### src/rtl/blend_s_f.sv
// blend_s_f: weighted smooth/fine pixel blend, round + saturate.
// Three-stage valid/ready pipeline with bubble collapsing.
module blend_s_f #(
    parameter int PIXEL_BIT_WIDTH = 12,
    parameter int SAT_CNT_WIDTH   = 16
) (
    input  logic                       clk,
    input  logic                       rst,
    input  logic                       in_valid,
    output logic                       in_ready,
    input  logic [7:0]                 w_s,
    input  logic [7:0]                 w_f,
    input  logic [PIXEL_BIT_WIDTH-1:0] pix_s,
    input  logic [PIXEL_BIT_WIDTH-1:0] pix_f,
    output logic                       out_valid,
    input  logic                       out_ready,
    output logic [PIXEL_BIT_WIDTH-1:0] pix_out,
    output logic                       sat_out,
    output logic [SAT_CNT_WIDTH-1:0]   sat_cnt
);

    localparam int PW    = PIXEL_BIT_WIDTH;
    localparam int PRODW = PW + 8;
    localparam int SUMW  = PW + 9;

    localparam logic [SUMW-1:0] RND     = SUMW'(127);
    localparam logic [SUMW-1:0] DIV     = SUMW'(255);
    localparam logic [SUMW-1:0] PIX_MAX = {{9{1'b0}}, {PW{1'b1}}};

    logic              v1_q, v1_d;
    logic [PRODW-1:0]  ps_q, ps_d;
    logic [PRODW-1:0]  pf_q, pf_d;
    logic              v2_q, v2_d;
    logic [SUMW-1:0]   sum_q, sum_d;
    logic              v3_q, v3_d;
    logic [PW-1:0]     pix_q, pix_d;
    logic              sat_q, sat_d;
    logic [SAT_CNT_WIDTH-1:0] cnt_q, cnt_d;

    logic              adv1, adv2, adv3;
    logic [SUMW-1:0]   quot;

    // Stage advance: a stage may load when empty or when its successor moves on.
    always_comb begin
        adv3 = !v3_q || out_ready;
        adv2 = !v2_q || adv3;
        adv1 = !v1_q || adv2;
    end

    // Next-state for the datapath, valid bits and saturation counter.
    always_comb begin
        v1_d  = v1_q;
        ps_d  = ps_q;
        pf_d  = pf_q;
        v2_d  = v2_q;
        sum_d = sum_q;
        v3_d  = v3_q;
        pix_d = pix_q;
        sat_d = sat_q;
        cnt_d = cnt_q;
        quot  = '0;

        if (adv1) begin
            v1_d = in_valid;
            if (in_valid) begin
                ps_d = PRODW'(w_s) * PRODW'(pix_s);
                pf_d = PRODW'(w_f) * PRODW'(pix_f);
            end
        end

        if (adv2) begin
            v2_d = v1_q;
            if (v1_q) begin
                sum_d = SUMW'(ps_q) + SUMW'(pf_q) + RND;
            end
        end

        if (adv3) begin
            v3_d = v2_q;
            if (v2_q) begin
                quot = sum_q / DIV;
                if (quot > PIX_MAX) begin
                    pix_d = '1;
                    sat_d = 1'b1;
                end else begin
                    pix_d = quot[PW-1:0];
                    sat_d = 1'b0;
                end
            end
        end

        if (v3_q && out_ready && sat_q && (cnt_q != '1)) begin
            cnt_d = cnt_q + SAT_CNT_WIDTH'(1);
        end
    end

    // State registers with synchronous reset.
    always_ff @(posedge clk) begin
        if (rst) begin
            v1_q  <= 1'b0;
            ps_q  <= '0;
            pf_q  <= '0;
            v2_q  <= 1'b0;
            sum_q <= '0;
            v3_q  <= 1'b0;
            pix_q <= '0;
            sat_q <= 1'b0;
            cnt_q <= '0;
        end else begin
            v1_q  <= v1_d;
            ps_q  <= ps_d;
            pf_q  <= pf_d;
            v2_q  <= v2_d;
            sum_q <= sum_d;
            v3_q  <= v3_d;
            pix_q <= pix_d;
            sat_q <= sat_d;
            cnt_q <= cnt_d;
        end
    end

    assign in_ready  = adv1;
    assign out_valid = v3_q;
    assign pix_out   = pix_q;
    assign sat_out   = sat_q;
    assign sat_cnt   = cnt_q;

endmodule

### config.mk
export PLATFORM = sky130hd
export DESIGN_NAME = blend_s_f
export DESIGN_NICKNAME = d
export VERILOG_FILES = /design/src/rtl/blend_s_f.sv
export SDC_FILE = /design/constraint.sdc
export NUM_CORES = 1
export LEC_CHECK = 0
export ABC_AREA = 1
export BUFFER_PORTS_ARGS = -buffer_cell sky130_fd_sc_hd__buf_2
export CORE_MARGIN = 5
export CORE_UTILIZATION = 33
export CTS_CLUSTER_SIZE = 30
export DETAILED_ROUTE_END_ITERATION = 8
export GPL_TIMING_DRIVEN = 0
export SLEW_MARGIN = 10
export SYNTH_ARGS = -nofsm -noshare
export SYNTH_HDL_FRONTEND = slang
export SYNTH_SLANG_ARGS = --single-unit
### constraint.sdc
create_clock -name clk -period 7.85 [get_ports clk]
set_clock_uncertainty 0.15 [all_clocks]
set_input_delay 1.1775 -clock clk [delete_from_list [all_inputs] [get_ports clk]]
set_output_delay 1.1775 -clock clk [all_outputs]
set_load 0.02 [all_outputs]
==> results.txt <==
GRT Total Usage: 14.6%
Min-delay src: ps_q[2]
Element type at the critical path end: flip-flop
Register share of total power: 16.3%
GP Congestion: 0.874
Max cap viols: 0
Initial drt markers: 558
CTS Sinks: 93
TritonCTS buffer count: 9
Status: finished, violations left
Vias in the first global route: 12100
DRC: 0
Static leakage: 9.23 nW
Seq/Total Area, Yosys: 13.8%
Total core area: 0.0406 mm^2
Setup violations, final: 1
Root Buffer: clkbuf_16
Setup Crit Path Kind: flip-flop to flip-flop
First-pass GRT wire length: 55800 um
Fin Setup TNS: -0.0313 ns
Detailed Place HPWL: 27000 um
I/O Buffers: 50
DR vias: 12600
Initial antenna violation count: 0
Syn Nets: 2281
CTS tree: built
Global route overflow: 0
Final net count: 2435
Yosys warnings: 0
Final Critical Period: 7.88 ns
Most common cell after layout, fill and taps aside: inv_1
Clock power share: 11.3%
Most frequent cells in the layout: 409 x inv_1, 407 x nand2_1, 121 x fa_1, 120 x ha_1, 119 x nor2_1
Largest net degree at the start of global routing: 16
DP Area: 0.0144 mm^2
Routed wire length per instance: 12.9 um
Die height: 212 um
Final hold violation count: 0
Critical Path RT: 8.00 ns
CP max FO: 7
Total wire length: 34600 um
Crit path DAT: 8.03 ns
Area Growth Syn to Fin: 23.0%
CP Launch Type: flip-flop
Pwr dens: 229 mW/mm^2
# rows: 74
Internal power: 1.90 mW
Crit-path slowest cell: dfxtp_4
Die Wd: 212 um
Full die area: 0.0450 mm^2
Worst Max-Slew Pin Slew: 0.888 ns
Most used DFF post-synth: dfxtp_1
Max Transition Viols Final: 0
Reg-to-reg critical path startpoint: sum_q[15]
Clock slew seen by the registers of the worst setup and hold paths: 0.07 ns
Setup crit start: sum_q[15]
Max Buffers Root-to-Sink: 2
Unrepaired setup endpoints after global routing: true
Starting Density: 33.2%
Worst hold margin: 0.315 ns
Mean post-synth cell area: 6.76 um^2
Post-synth ARST share: 0%
Share of post-route cells with drive strength above 1: 21.0%
Worst path top cell family by delay: simple AND/OR/NAND/NOR gates
HP Class: flip-flop to flip-flop
Tcrit/Tclk final: 100%
Failing checks: setup timing
DRT Pass-1 Iters: 5
Clk Latency, worst-skew pair: 0.35 ns
Switching Power: 1.90 mW
Post-synth EDFFs: 0
Worst vdd ir: 0.117 mV
Final Cell Area: 0.0166 mm^2
Count of state elements after synthesis: 93
Combinational Power Share: 72.4%
Post-Place Setup Slack: -0.239 ns
Largest stage delay, worst path: 0.37 ns
Fmax: 127 MHz
Crit-path most repeated cell: nand2_1
Switching share of power: 50.0%
Total power: 3.80 mW
Synthesized instance count: 1995
H-Tree Depth: 3
Cell area after synthesis: 0.0135 mm^2
# diodes: 0
Hold_buf cts: 0
Routed vias/inst: 4.67
Post-synth cell types: 53
Detail Route Antenna Nets: 0
Normalized max-slew margin: 40.8%
Total I/O pin count: 75
WP buf/inv: 10
Final setup margin: -0.0313 ns
logic make-up after synthesis:
group           after synthesis  synth area share (%)
compound gates              254                  10.7
xor+xnor                     54                  3.51
fa+ha+maj                   242                  29.2
buf+inv                     510                  14.4
flops                        93                  13.8
simple gates                842                  28.4
power by group through the flow:
stage / clock (mW) / sequential (mW) / combinational (mW)
6_report: 0.429 / 0.619 / 2.75
5_1_grt: 0.461 / 0.628 / 3.14
4_1_cts: 0.440 / 0.616 / 2.41
3_5_place_dp: 0 / 0.625 / 2.35
3_3_place_gp: 0 / 0.623 / 2.32
2_1_floorplan: 0 / 0.608 / 1.89
layer usage:
| layer | track usage [%] | vias to the layer above | share of wire [%] |
|---|---|---|---|
| met2 | 26.7 | 171 | 52 |
| met4 | 2.31 | 0 | 1.7 |
| li1 | - | 6435 | - |
| met1 | 19.0 | 5909 | 44 |
| met5 | 0 | - | 0 |
| met3 | 1.58 | 37 | 2.9 |
sequential cells by signal (all words and copies together) (netlist names):
signal / flops
sum_q: 21
pf_q: 20
ps_q: 20
sat_cnt: 16
pix_out: 12
out_valid: 1
sat_out: 1
v1_q: 1
v2_q: 1
area by class of cell:
type,instances,area [um^2]
fill,4164,24100
multi-input combinational,1392,10800
sequential,93,1880
inverter,446,1710
timing repair buffer,143,991
tap,532,666
buffer,64,260
clock buffer,12,256
clock inverter,4,31.3
timing repair:
item,CTS,global route
buffers inserted,18,75
cloned,0,0
setup endpoints to repair,1,2
gates resized for setup,42,259
pin swaps,27,123
path summary, 6_finish.rpt:
| kind | to | cells after the start | slack [ns] |
|---|---|---|---|
| max | pix_out[0] | 70 | -0.03 |
| min | ps_q[2] | 2 | 0.32 |
| max reg2reg | pix_out[0] | 70 | -0.03 |
| min reg2reg | ps_q[2] | 2 | 0.32 |
synthesized netlist by cell type (2+ instances only):
master,count,share of area [%]
inv_2,25,0.70
inv_1,418,12
o221ai_1,18,1.2
fa_1,121,18
nand2_2,36,1.7
a31oi_1,3,0.14
nand2_4,14,1.2
o21bai_1,8,0.45
o211ai_1,7,0.39
nor2_1,148,4.1
nand3b_1,5,0.28
a21boi_0,2,0.11
ha_1,121,11
nor3_1,7,0.26
or2_1,2,0.093
and2_1,4,0.19
clkbuf_1,50,1.4
nand3_1,94,3.5
nand2_1,474,13
nor2_4,8,0.67
xor2_1,43,2.8
a21oi_1,97,3.6
dfxtp_1,93,14
clkbuf_2,10,0.37
a21o_1,3,0.17
o21ai_0,82,3.0
nand3_2,12,0.89
nand4_1,11,0.51
buf_1,3,0.084
a211oi_1,5,0.28
nand4_2,3,0.28
o21ai_1,22,0.82
nor2_2,13,0.60
xnor2_1,11,0.71
nand3_4,2,0.26
nor3b_1,2,0.11
clkinv_1,2,0.056
metrics by stage:
stage	cells	util [%]
final	2686	40.8
after global routing	2686	40.8
after CTS	2611	36.8
after detailed placement	2577	35.4
after global placement	2577	35.4
after floorplan	1995	-
tightest hold or removal path, delay by kind of cell (launching register included):
kind / cells / cell delay, ns
flip-flops: 1 / 0.30
buffers and inverters: 1 / 0.06
AO/OA/AOI/OAI: 1 / 0.06
Power figures use the tool's default switching activity.
